<file path="config.mk">
export PLATFORM = sky130hd
export DESIGN_NAME = freq_smoother
export DESIGN_NICKNAME = d
export VERILOG_FILES = /design/src/rtl/freq_smoother.sv
export SDC_FILE = /design/constraint.sdc
export NUM_CORES = 1
export LEC_CHECK = 0
export BUFFER_PORTS_ARGS = -buffer_cell sky130_fd_sc_hd__buf_4
export CORE_MARGIN = 3
export CORE_UTILIZATION = 55
export CTS_CLUSTER_DIAMETER = 60
export DETAILED_ROUTE_END_ITERATION = 12
export PLACE_DENSITY = 0.74
export SLEW_MARGIN = 20
export SYNTH_ARGS = -nofsm -noshare
export SYNTH_HDL_FRONTEND = slang
export SYNTH_SLANG_ARGS = --single-unit
</file>
<file path="constraint.sdc">
create_clock -name clk_6M -period 8.76 [get_ports clk_6M]
set_input_delay 2.19 -clock clk_6M [delete_from_list [all_inputs] [get_ports clk_6M]]
set_output_delay 2.19 -clock clk_6M [all_outputs]
set_load 0.02 [all_outputs]
</file>
<file path="src/rtl/freq_smoother.sv">
// -----------------------------------------------------------------------------
// freq_smoother
//
// Purpose:
//   Moving-average filter for the paper-count meter. It sits between the gated
//   frequency counter and the sheet-count threshold decoder. Each 1 s gate
//   delivers one frequency count. The block keeps an 8-sample circular window
//   and outputs its running mean, together with a "stable" flag. With this
//   filter, a single noisy gate no longer flips the displayed sheet count.
//
//   Pipeline: stage 1 writes the sample and updates the running sum. Stage 2
//   computes the average and the stability state. Latency from freq_vld to
//   avg_vld is 2 cycles, and a new sample may be accepted every cycle.
//
//   While the window is still filling (FILL), freq_avg passes the latest sample
//   straight through. Once 8 samples are held (RUN), freq_avg is sum/8.
//
// Optional feature (macro FREQ_SMOOTHER_OUTLIER_EN):
//   In RUN, a sample that differs from freq_avg by more than OUTLIER_TOL is
//   discarded, and outlier_rej pulses. The 4th outlier in a row flushes the
//   window and restarts it with that sample, so a genuine step change is
//   tracked. Without the macro, outlier_rej is constant 0.
//
// Ports:
//   clk_6M       in   6 MHz system clock
//   reset_n      in   asynchronous active-low reset
//   freq_in      in   [DATA_W]       frequency count of the completed gate
//   freq_vld     in   strobe, freq_in valid (back-to-back allowed)
//   clear        in   synchronous flush of the window
//   freq_avg     out  [DATA_W]       filtered frequency
//   avg_vld      out  strobe, freq_avg updated
//   stable       out  filtered value has settled
//   fill_cnt     out  [DEPTH_LOG2+1] samples currently held (0..8)
//   outlier_rej  out  strobe, sample discarded
// -----------------------------------------------------------------------------
module freq_smoother #(
    parameter int DATA_W      = 28,
    parameter int DEPTH_LOG2  = 3,
    parameter int STABLE_TOL  = 2000,
    parameter int STABLE_N    = 3,
    parameter int OUTLIER_TOL = 20000
) (
    input  logic                  clk_6M,
    input  logic                  reset_n,
    input  logic [DATA_W-1:0]     freq_in,
    input  logic                  freq_vld,
    input  logic                  clear,
    output logic [DATA_W-1:0]     freq_avg,
    output logic                  avg_vld,
    output logic                  stable,
    output logic [DEPTH_LOG2:0]   fill_cnt,
    output logic                  outlier_rej
);

    localparam int DEPTH  = 1 << DEPTH_LOG2;
    localparam int SUM_W  = DATA_W + DEPTH_LOG2;
    localparam int STAB_W = $clog2(STABLE_N + 1);

`ifdef FREQ_SMOOTHER_OUTLIER_EN
    localparam bit OUTLIER_EN = 1'b1;
`else
    localparam bit OUTLIER_EN = 1'b0;
`endif

    localparam logic [DEPTH_LOG2:0] FILL_FULL  = (DEPTH_LOG2 + 1)'(DEPTH);
    localparam logic [STAB_W-1:0]   STAB_MAX   = STAB_W'(STABLE_N);
    localparam logic [DATA_W:0]     STAB_LIM   = (DATA_W + 1)'(STABLE_TOL);
    localparam logic [DATA_W:0]     OUTL_LIM   = (DATA_W + 1)'(OUTLIER_TOL);
    localparam logic [1:0]          OUTL_FLUSH = 2'd3;  // 3 rejected, 4th flushes

    typedef enum logic {
        ST_FILL = 1'b0,
        ST_RUN  = 1'b1
    } state_e;

    // Unsigned absolute difference. One extra bit keeps the subtraction from
    // wrapping.
    function automatic logic [DATA_W:0] abs_diff(input logic [DATA_W-1:0] a,
                                                 input logic [DATA_W-1:0] b);
        logic [DATA_W:0] ax;
        logic [DATA_W:0] bx;
        ax = {1'b0, a};
        bx = {1'b0, b};
        return (ax >= bx) ? (ax - bx) : (bx - ax);
    endfunction

    // ------------------------------------------------------------------ state
    state_e                 state_q,       state_d;
    logic [DEPTH_LOG2-1:0]  wr_ptr_q,      wr_ptr_d;
    logic [SUM_W-1:0]       sum_q,         sum_d;
    logic [DEPTH_LOG2:0]    fill_cnt_q,    fill_cnt_d;
    logic [STAB_W-1:0]      stab_cnt_q,    stab_cnt_d;
    logic [DATA_W-1:0]      freq_avg_q,    freq_avg_d;   // also serves as prev_avg
    logic                   avg_vld_q,     avg_vld_d;
    logic                   stable_q,      stable_d;
    logic                   outlier_rej_q, outlier_rej_d;
    logic [1:0]             outl_cnt_q,    outl_cnt_d;
    logic                   s2_vld_q,      s2_vld_d;     // stage-2 result pending
    logic [DATA_W-1:0]      s2_sample_q,   s2_sample_d;  // sample for FILL pass-through

    logic [DATA_W-1:0]      mem [DEPTH];
    logic                   mem_we;
    logic [DEPTH_LOG2-1:0]  mem_waddr;

    // ------------------------------------------------------ datapath helpers
    logic [SUM_W-1:0]       sum_acc;
    logic [DATA_W-1:0]      avg_new;
    logic                   avg_steady;
    logic                   is_outlier;

    // In RUN, the oldest sample leaves the window. That is the entry about to
    // be overwritten.
    assign sum_acc    = sum_q + SUM_W'(freq_in)
                        - ((state_q == ST_RUN) ? SUM_W'(mem[wr_ptr_q]) : '0);
    assign avg_new    = (state_q == ST_RUN) ? DATA_W'(sum_q >> DEPTH_LOG2)
                                            : s2_sample_q;
    assign avg_steady = (abs_diff(avg_new, freq_avg_q) <= STAB_LIM);
    assign is_outlier = OUTLIER_EN && (state_q == ST_RUN)
                        && (abs_diff(freq_in, freq_avg_q) > OUTL_LIM);

    // ------------------------------------------------------ next-state logic
    // NOTE: every variable gets a default at the top of the block. This keeps
    // the block purely combinational, so no latch is inferred on any path.
    always_comb begin
        state_d       = state_q;
        wr_ptr_d      = wr_ptr_q;
        sum_d         = sum_q;
        fill_cnt_d    = fill_cnt_q;
        stab_cnt_d    = stab_cnt_q;
        freq_avg_d    = freq_avg_q;
        avg_vld_d     = 1'b0;
        stable_d      = stable_q;
        outlier_rej_d = 1'b0;
        outl_cnt_d    = outl_cnt_q;
        s2_vld_d      = 1'b0;
        s2_sample_d   = s2_sample_q;
        mem_we        = 1'b0;
        mem_waddr     = wr_ptr_q;

        // Stage 2: publish the average and update the stability tracking.
        if (s2_vld_q) begin
            avg_vld_d  = 1'b1;
            freq_avg_d = avg_new;
            if (avg_steady) begin
                stab_cnt_d = (stab_cnt_q == STAB_MAX) ? STAB_MAX
                                                      : stab_cnt_q + 1'b1;
            end else begin
                stab_cnt_d = '0;
            end
            stable_d = (state_q == ST_RUN) && (stab_cnt_d == STAB_MAX);
        end

        // Stage 1: accept, reject or restart on the incoming sample.
        if (freq_vld) begin
            if (is_outlier && (outl_cnt_q != OUTL_FLUSH)) begin
                outlier_rej_d = 1'b1;
                stab_cnt_d    = '0;
                stable_d      = 1'b0;
                outl_cnt_d    = outl_cnt_q + 1'b1;
            end else if (is_outlier) begin
                // Persistent outlier: treat it as a real step. Flush the
                // window (any pending average is dropped, as on clear) and
                // restart with this sample as the first FILL entry.
                avg_vld_d   = 1'b0;
                freq_avg_d  = freq_avg_q;
                mem_we      = 1'b1;
                mem_waddr   = '0;
                wr_ptr_d    = DEPTH_LOG2'(1);
                sum_d       = SUM_W'(freq_in);
                fill_cnt_d  = (DEPTH_LOG2 + 1)'(1);
                state_d     = ST_FILL;
                stab_cnt_d  = '0;
                stable_d    = 1'b0;
                outl_cnt_d  = '0;
                s2_vld_d    = 1'b1;
                s2_sample_d = freq_in;
            end else begin
                mem_we      = 1'b1;
                wr_ptr_d    = wr_ptr_q + 1'b1;
                sum_d       = sum_acc;
                outl_cnt_d  = '0;
                s2_vld_d    = 1'b1;
                s2_sample_d = freq_in;
                if (fill_cnt_q != FILL_FULL) begin
                    fill_cnt_d = fill_cnt_q + 1'b1;
                end
                if ((state_q == ST_FILL) && (fill_cnt_q == FILL_FULL - 1'b1)) begin
                    state_d = ST_RUN;
                end
            end
        end

        // clear overrides everything. It drops the incoming sample and any
        // pending average, and freq_avg keeps its last value.
        if (clear) begin
            state_d       = ST_FILL;
            wr_ptr_d      = '0;
            sum_d         = '0;
            fill_cnt_d    = '0;
            stab_cnt_d    = '0;
            stable_d      = 1'b0;
            freq_avg_d    = freq_avg_q;
            avg_vld_d     = 1'b0;
            outlier_rej_d = 1'b0;
            outl_cnt_d    = '0;
            s2_vld_d      = 1'b0;
            mem_we        = 1'b0;
        end
    end

    // ------------------------------------------------------------- registers
    // NOTE: sequential state uses non-blocking assignments only, so every
    // register samples the values from before the clock edge, regardless of
    // statement order.
    always_ff @(posedge clk_6M or negedge reset_n) begin
        if (!reset_n) begin
            state_q       <= ST_FILL;
            wr_ptr_q      <= '0;
            sum_q         <= '0;
            fill_cnt_q    <= '0;
            stab_cnt_q    <= '0;
            freq_avg_q    <= '0;
            avg_vld_q     <= 1'b0;
            stable_q      <= 1'b0;
            outlier_rej_q <= 1'b0;
            outl_cnt_q    <= '0;
            s2_vld_q      <= 1'b0;
            s2_sample_q   <= '0;
        end else begin
            state_q       <= state_d;
            wr_ptr_q      <= wr_ptr_d;
            sum_q         <= sum_d;
            fill_cnt_q    <= fill_cnt_d;
            stab_cnt_q    <= stab_cnt_d;
            freq_avg_q    <= freq_avg_d;
            avg_vld_q     <= avg_vld_d;
            stable_q      <= stable_d;
            outlier_rej_q <= outlier_rej_d;
            outl_cnt_q    <= outl_cnt_d;
            s2_vld_q      <= s2_vld_d;
            s2_sample_q   <= s2_sample_d;
        end
    end

    // NOTE: the sample RAM has no reset. Its contents are never read before
    // being written, because in FILL the sum ignores the outgoing entry. This
    // lets it map onto plain RAM.
    always_ff @(posedge clk_6M) begin
        if (mem_we) begin
            mem[mem_waddr] <= freq_in;
        end
    end

    // --------------------------------------------------------------- outputs
    assign freq_avg    = freq_avg_q;
    assign avg_vld     = avg_vld_q;
    assign stable      = stable_q;
    assign fill_cnt    = fill_cnt_q;
    assign outlier_rej = outlier_rej_q;

endmodule

</file>
==> metrics.md, run 1 <==
| Metric | Value |
|---|---|
| Initial antenna violation count | 1 |
| Crit. Startpoint | wr_ptr_q[0] |
| HPWL after DPL | approximately 33000 µm |
| Synth top area cells | edfxtp_1 36%, dfrtp_1 13%, mux2i_1 6.7%, ha_1 6.1%, inv_1 3.9% |
| Most used DFF post-synth | edfxtp_1 |
| Synth Area in Simple Gates | 9.16% |
| CTS Hold Bufs | 0 |
| Met3 Use GR | 4.83% |
| CTS max path bufs | 3 |
| Final Hold Fails | 0 |
| Setup crit end | sum_q[30] |
| Die width | ~190 µm |
| Endpoint class of the critical path | flop |
| CTS resizes | 0 |
| IO Port Bufs | 65 |
| Sequential element share of the synthesized area | 49.1% |
| Clock Skew | 0.0270 ns |
| Most common cell in the netlist | edfxtp_1 |
| Post-synthesis cell type count | 87 |
| Power Total | 0.00531 W |
| # nets final | 1903 |
| RSZ-0062 raised after global routing | false |
| Worst-path fanout max | between 60 and 70 |
| Top-area cell type share of the netlist area | 35.8% |
| Synth warn | 0 |
| WP data required | approximately 9 ns |
| CP delay by family, top | compound AO/OA/AOI/OAI gates |
| WL/cell | 21.3 µm |
| Number of stages on the worst setup path | 19 |
| Setup slack after layout | 2.11 ns |
| Synth Area in Adders | 9.05% |
| Crit start category | flop |
| Num CTS Buffers | 37 |
| Pwr dens | approximately 260 nW/µm² |
| Share of cells above drive strength 1 | 12.1% |
| Placer Congestion | roughly 0.93 |
| CTS root buffer | clkbuf_16 |
| Slew headroom | 32.0% |
| Core ar. | 33600 µm² |
| Max Clock Freq | 150 MHz |
| Clock share of power | 26.8% |
| Total of max-cap violations | 0 |
| Dpl ws | 1.79 ns |
| Final setup viols | 0 |
| R2R depth | 19 |
| Syn Std Cell Area | roughly 19000 µm² |
| Met2 Use GR | 43.0% |
| Slowest stage delay, CP | 1.01 ns |
| GRT busiest layer | met2 |
| Clock-pin slew on the worst setup and hold paths | 0.06 ns |
| Critical-path top delay cell | dfrtp_4 |
| DR vias | 13300 |
| Crit Path Class | reg -> reg |
| FF-to-FF Start | wr_ptr_q[0] |
| First-pass GRT wire length | 74600 µm |
| GRT Resource Usage Total | 26.2% |
| Clock tree sinks | 324 |
| Number of global-route vias before repair | approximately 13000 |
| Met1 routing resource usage after global routing | 36.2% |
| First DRT Iteration DRCs | between 1000 and 1500 |
| Die Ht | roughly 190 µm |
| Switching power | 0.00196 W |
| Vias per cell | 5.98 |
| DR pass1 iterations | 5 |
| Syn nets | 1862 |
| Flop-to-flop setup slack | 2.11 ns |
| Post-Synth XOR/XNOR Area | 2.19% |
| Ys async rst share | 30.9% |
| Peak supply drop | just under 0.2 mV |
| Most frequent CP cell | fa_1 |
| Die ar. | around 36000 µm² |
| Routed wire length | roughly 47000 µm |
| Crit path time final | 6.65 ns |
| Design area | 20800 µm² |
| Static leakage | 8.42 nW |
| Internal | roughly 0.0034 W |
| Fin Setup TNS | 0 ns |
| Clock Latency Late Sink | approximately 0.53 ns |
| Sequential share of power | between 30% and 40% |
| Switching share of power | 36.9% |
| Worst Tran Pin Value | approximately 1 ns |
| Initial Util | 55.9% |
| Post-CTS Setup Bufs | 0 |
| Compound-cell area share of the yosys netlist | 14.5% |
| Row cnt | 67 |
| CTS H-tree depth | 2 |
| Outcome | finished clean |
| Most instantiated cells after synthesis | 224 x edfxtp_1, 193 x inv_1, 126 x mux2i_1 |
| Crit-path cells | nor2b_1, a22oi_1, o22ai_1, o21a_1, fa_1, inv_1, fa_1, a21o_1, a21oi_1, o21bai_1, a2111oi_0, nor3b_1, nor2_1, o21ai_1, o41a_1, a41o_1, or4_1, a31o_1, mux2_1 |
| Area after DPL | about 20000 µm² |
| Fin crit share | 75.9% |
| DRC Markers | 0 |
| Largest net degree at the start of global routing | 71 |
| Worst reg2reg endpoint | sum_q[30] |
| Data arrival, critical path | 7.05 ns |
| Largest family of logic cells by synthesized area | compound AO/OA/AOI/OAI gates |
| Comb pwr share | 38.1% |
| Hold WC Path Type | reg -> reg |
| N_diodes | 0 |
| Number of synthesized flops with an enable pin | 224 |
| Antenna Nets Post-Route | 0 |
| Cell count after synthesis | ~1700 |
| Worst Path Buf+Inv | 1 |
| Syn Area/Cell | 11.0 µm² |
| Total gr overflow | 0 |
| Final core utilization | 61.9% |
| Multiplexer share of the synthesized area | 10.3% |
| Hold path cells | 1 |
| Synth Register Bits | between 300 and 400 |
| Max-slew violations | 0 |
| CTS tree | built |
| Area growth, synth to finish | 10.8% |
| Yosys top cell by area | edfxtp_1 |
| # IOs | 67 |
==> sequential cells by signal, indices dropped and copies added (netlist names) <==
name         cells
stab_cnt_q       2
mem            224
sum_q           31
s2_vld_q         1
state_q          1
s2_sample_q     28
stable           1
fill_cnt         4
avg_vld          1
wr_ptr_q         3
freq_avg        28
==> placed cells by master (no fill, tap or decap), drive strengths merged, types with 32 or more instances in the layout <==
| cell type | n |
|---|---|
| nor2 | 120 |
| a21oi | 87 |
| mux2 | 47 |
| ha | 91 |
| mux2i | 126 |
| nand2 | 104 |
| o21a | 34 |
| o21ai | 84 |
| edfxtp | 224 |
| buf | 83 |
| dfrtp | 100 |
| inv | 196 |
| o22ai | 32 |
| clkbuf | 49 |
==> layout make-up <==
cell class / instances / area, µm²
clock buffer: 49 / 981
clock inverter: 18 / 151
fill: 2659 / 12800
inverter: 194 / 728
multi-input combinational: 1112 / 8520
sequential: 324 / 9240
tap: 448 / 561
timing repair buffer: 83 / 636
==> per-stage QoR <==
| stage | hold WS (ns) | instances |
|---|---|---|
| after floorplan | 0.470 | 1711 |
| after global placement | 0.489 | 2160 |
| after detailed placement | 0.494 | 2160 |
| after CTS | 0.507 | 2227 |
| after global routing | 0.514 | 2228 |
| final | 0.504 | 2228 |
==> logic make-up (layout without fill, tap and decap cells) <==
group                      count (synthesis)  in the layout
other                                      1              1
AOI/OAI and AO/OA                        403            403
xor gates and xnor gates                  47             47
buffers and inverters                    275            344
adders and majority gates                119            119
DFF                                      324            324
muxes                                    179            179
and+or+nand+nor                          363            363
==> metal layers <==
metal | vias to the layer above | routed length [µm]
met5 | - | 13
met4 | 2 | 1080
met3 | 75 | 3280
met2 | 433 | 22600
met1 | 6566 | 20500
li1 | 6238 | -
==> worst min-delay path by stage <==
| stage | startpoint | endpoint | slack, ns |
|---|---|---|---|
| after floorplan | stab_cnt_q[0] | stab_cnt_q[0] | 0.47 |
| after global placement | s2_sample_q[16] | s2_sample_q[16] | 0.49 |
| after detailed placement | s2_sample_q[7] | s2_sample_q[7] | 0.49 |
| after CTS | s2_sample_q[7] | s2_sample_q[7] | 0.51 |
| after global routing | s2_sample_q[7] | s2_sample_q[7] | 0.51 |
| final | s2_sample_q[22] | s2_sample_q[22] | 0.50 |
==> power by group through the flow <==
| stage | registers, W | logic, W | clock network (W) |
|---|---|---|---|
| finish | 0.00186 | 0.00202 | 0.00143 |
| floorplan | 0.00187 | 0.00149 | 0 |
| CTS | 0.00186 | 0.00199 | 0.00145 |
| detailed placement | 0.00189 | 0.00197 | 0 |
| global placement | 0.00189 | 0.00193 | 0 |
| global route | 0.00187 | 0.00224 | 0.00152 |
Power figures use the tool's default switching activity.
==> run 2, diff against run 1 <==
Clock period 8.76 ns to 6.27 ns, I/O delays scaled along.
==> run 2 against run 1 <==
Effect of this change: hold slack barely moved; cell count is 1.2% higher; fmax grew 14%; highest routed layer unchanged; global-route usage up 0.94 points.
==> metrics.md, run 2 (synthesis gave the netlist of run 1 again) <==
| Metric | Value |
|---|---|
| First DRT Iteration DRCs | 1227 (was 1051) |
| Worst-path fanout max | 19 (was 65) |
| CTS root buffer | clkbuf_16 (unchanged) |
| Most frequent cells in the layout | 224 x edfxtp_1, 193 x inv_1, 126 x mux2i_1, 116 x nor2_1, 106 x buf_4 (was 224 x edfxtp_1, 193 x inv_1, 126 x mux2i_1, 116 x nor2_1, 104 x nand2_1) |
| Antenna Nets Post-Route | 0 (unchanged) |
| WL/cell | 21.6 µm (was 21.3 µm) |
| CTS Hold Bufs | 0 (unchanged) |
| Die width | 191 µm (unchanged) |
| FF-to-FF Start | wr_ptr_q[2] (was wr_ptr_q[0]) |
| Row cnt | 67 (unchanged) |
| Initial antenna violation count | 1 (unchanged) |
| Max Clock Freq | 171 MHz (was 150 MHz) |
| IO Port Bufs | 65 (unchanged) |
| Crit start category | flop (unchanged) |
| Total of max-cap violations | 0 (unchanged) |
| Peak supply drop | 0.250 mV (was 0.199 mV) |
| Outcome | finished clean (unchanged) |
| Crit. Startpoint | wr_ptr_q[2] (was wr_ptr_q[0]) |
| Total gr overflow | 0 (unchanged) |
| Reg with most FFs | mem (unchanged) |
| Crit path time final | 5.86 ns (was 6.65 ns) |
| Clock Latency Late Sink | 0.54 ns (was 0.53 ns) |
| Area growth, synth to finish | 12.6% (was 10.8%) |
| RSZ-0062 raised after global routing | false (unchanged) |
| Share of cells above drive strength 1 | 13.4% (was 12.1%) |
| Largest net degree at the start of global routing | 65 (was 71) |
| Data arrival, critical path | 6.27 ns (was 7.05 ns) |
| Hold WC Path Type | reg -> reg (unchanged) |
| Final setup viols | 0 (unchanged) |
| Core ar. | 33600 µm² (unchanged) |
| # IOs | 67 (unchanged) |
| Die ar. | 36400 µm² (unchanged) |
| Final Hold Fails | 0 (unchanged) |
| DRC Markers | 0 (unchanged) |
| Clock tree sinks | 324 (unchanged) |
| Die Ht | 191 µm (unchanged) |
| Num CTS Buffers | 37 (unchanged) |
| Crit Path Class | reg -> reg (unchanged) |
| DR pass1 iterations | 6 (was 5) |
| Largest regs | mem (224), sum_q (31) (unchanged) |
| CTS tree | built (unchanged) |
| Hold Crit Start | s2_sample_q[17] (was s2_sample_q[22]) |
| Initial Util | 55.9% (unchanged) |
| Area after DPL | 19900 µm² (was 19700 µm²) |
| Fin crit share | 93.4% (was 75.9%) |
| Worst Tran Pin Value | 1.09 ns (was 1.02 ns) |
| N_diodes | 0 (unchanged) |
| Commonest non-fill, non-tap cell in the layout | edfxtp_1 (unchanged) |
| Design area | 21100 µm² (was 20800 µm²) |
| Number of global-route vias before repair | 13500 (was 13300) |
| Clock Skew | 0.0159 ns (was 0.0270 ns) |
| First-pass GRT wire length | 76800 µm (was 74600 µm) |
| Placer Congestion | 0.965 (was 0.933) |
| Vias per cell | 6.00 (was 5.98) |
| Endpoint class of the critical path | flop (unchanged) |
| CTS H-tree depth | 2 (unchanged) |
| CTS max path bufs | 3 (unchanged) |
| Slew headroom | 27.1% (was 32.0%) |
| Routed wire length | 48700 µm (was 47500 µm) |
| WP data required | 6.69 ns (was 9.16 ns) |
| DR vias | 13500 (was 13300) |
| Pwr dens | 363 nW/µm² (was 255 nW/µm²) |
| Static leakage | 8.61 nW (was 8.42 nW) |
| Clock-pin slew on the worst setup and hold paths | 0.05 ns (was 0.06 ns) |
| GRT Resource Usage Total | 27.2% (was 26.2%) |
| Max-slew violations | 0 (unchanged) |
| Largest register FFs | 224 (unchanged) |
| HPWL after DPL | 33900 µm (was 32600 µm) |
| # nets final | 1929 (was 1903) |
| Fin Setup TNS | 0 ns (unchanged) |
run 2: cell types whose count changed in the layout (fill, tap and decap cells not counted), moves of 2 or more:
cell / delta
clkinvlp_4: -2
buf_4: +24
clkinv_2: -3
bufinv_16: +3
inv_8: +2
clkinv_4: +2
inv_6: -2
run 2: where the power goes:
| part | total, W | internal, W | switching, W |
|---|---|---|---|
| sequential | 0.00259 | 0.00244 | 0.000145 |
| clock | 0.00216 | 0.00128 | 0.000881 |
| combinational | 0.00293 | 0.00117 | 0.00176 |
run 2: layer usage:
layer / up-vias / part of all wire (%) / routed length (µm) / GRT usage [%]
li1: 6294 / - / - / -
met1: 6693 / 44 / 21500 / 38.8
met2: 458 / 47 / 22600 / 43.5
met3: 73 / 6.6 / 3220 / 4.01
met4: 2 / 2.6 / 1260 / 8.04
met5: - / 0.016 / 8 / 0
run 2: final cells by class:
class | instances | area, µm²
repair buffers | 109 | 863
multi-input cells | 1112 | 8520
clock inverters | 18 | 211
clock buffers | 50 | 1020
inverters | 194 | 728
flip-flops and latches | 324 | 9240
well taps | 448 | 561
fillers | 2641 | 12500
run 2: final timing paths:
path	slack, ns	cells after the start	endpoint
hold / removal	0.50	1	s2_sample_q[17]
max in group asynchronous	3.94	2	wr_ptr_q[0]
min in group asynchronous	1.06	1	s2_sample_q[2]
setup / recovery	0.41	21	sum_q[30]
setup reg to reg	0.41	21	sum_q[30]
hold reg to reg	0.50	1	s2_sample_q[17]
run 2: per-stage QoR:
| stage | util (%) | total power (W) | hold WS (ns) | worst slack [ns] | instances |
|---|---|---|---|---|---|
| floorplan | - | 0.00469 | 0.470 | 0.274 | 1711 |
| global placement | 59.1 | 0.00541 | 0.489 | 0.237 | 2186 |
| detailed placement | 59.1 | 0.00548 | 0.496 | 0.186 | 2186 |
| CTS | 62.8 | 0.00767 | 0.509 | 0.419 | 2254 |
| global route | 62.9 | 0.00814 | 0.517 | 0.0116 | 2255 |
| finish | 62.9 | 0.00768 | 0.504 | 0.414 | 2255 |
run 2: repair_timing:
action | 4_1_cts | 5_1_grt
setup endpoints to repair | 0 | 1
buffers inserted | 0 | 1
resized for setup | 0 | 0
run 2: worst max-delay path, stage by stage, from the launching register on:
cell       delay [ns]
dfrtp_2          0.69
mux2_2           0.40
a22oi_1          0.17
o22ai_1          0.14
o21a_1           0.21
ha_1             0.27
inv_1            0.04
ha_1             0.20
fa_1             0.41
a21o_1           0.18
a21oi_1          0.22
o21bai_1         0.13
a2111oi_0        0.44
buf_4            0.20
nor3b_1          0.07
nor2_1           0.21
o21ai_1          0.15
o41a_1           0.40
a41o_1           0.30
or4_1            0.41
a31o_1           0.22
mux2_1           0.30
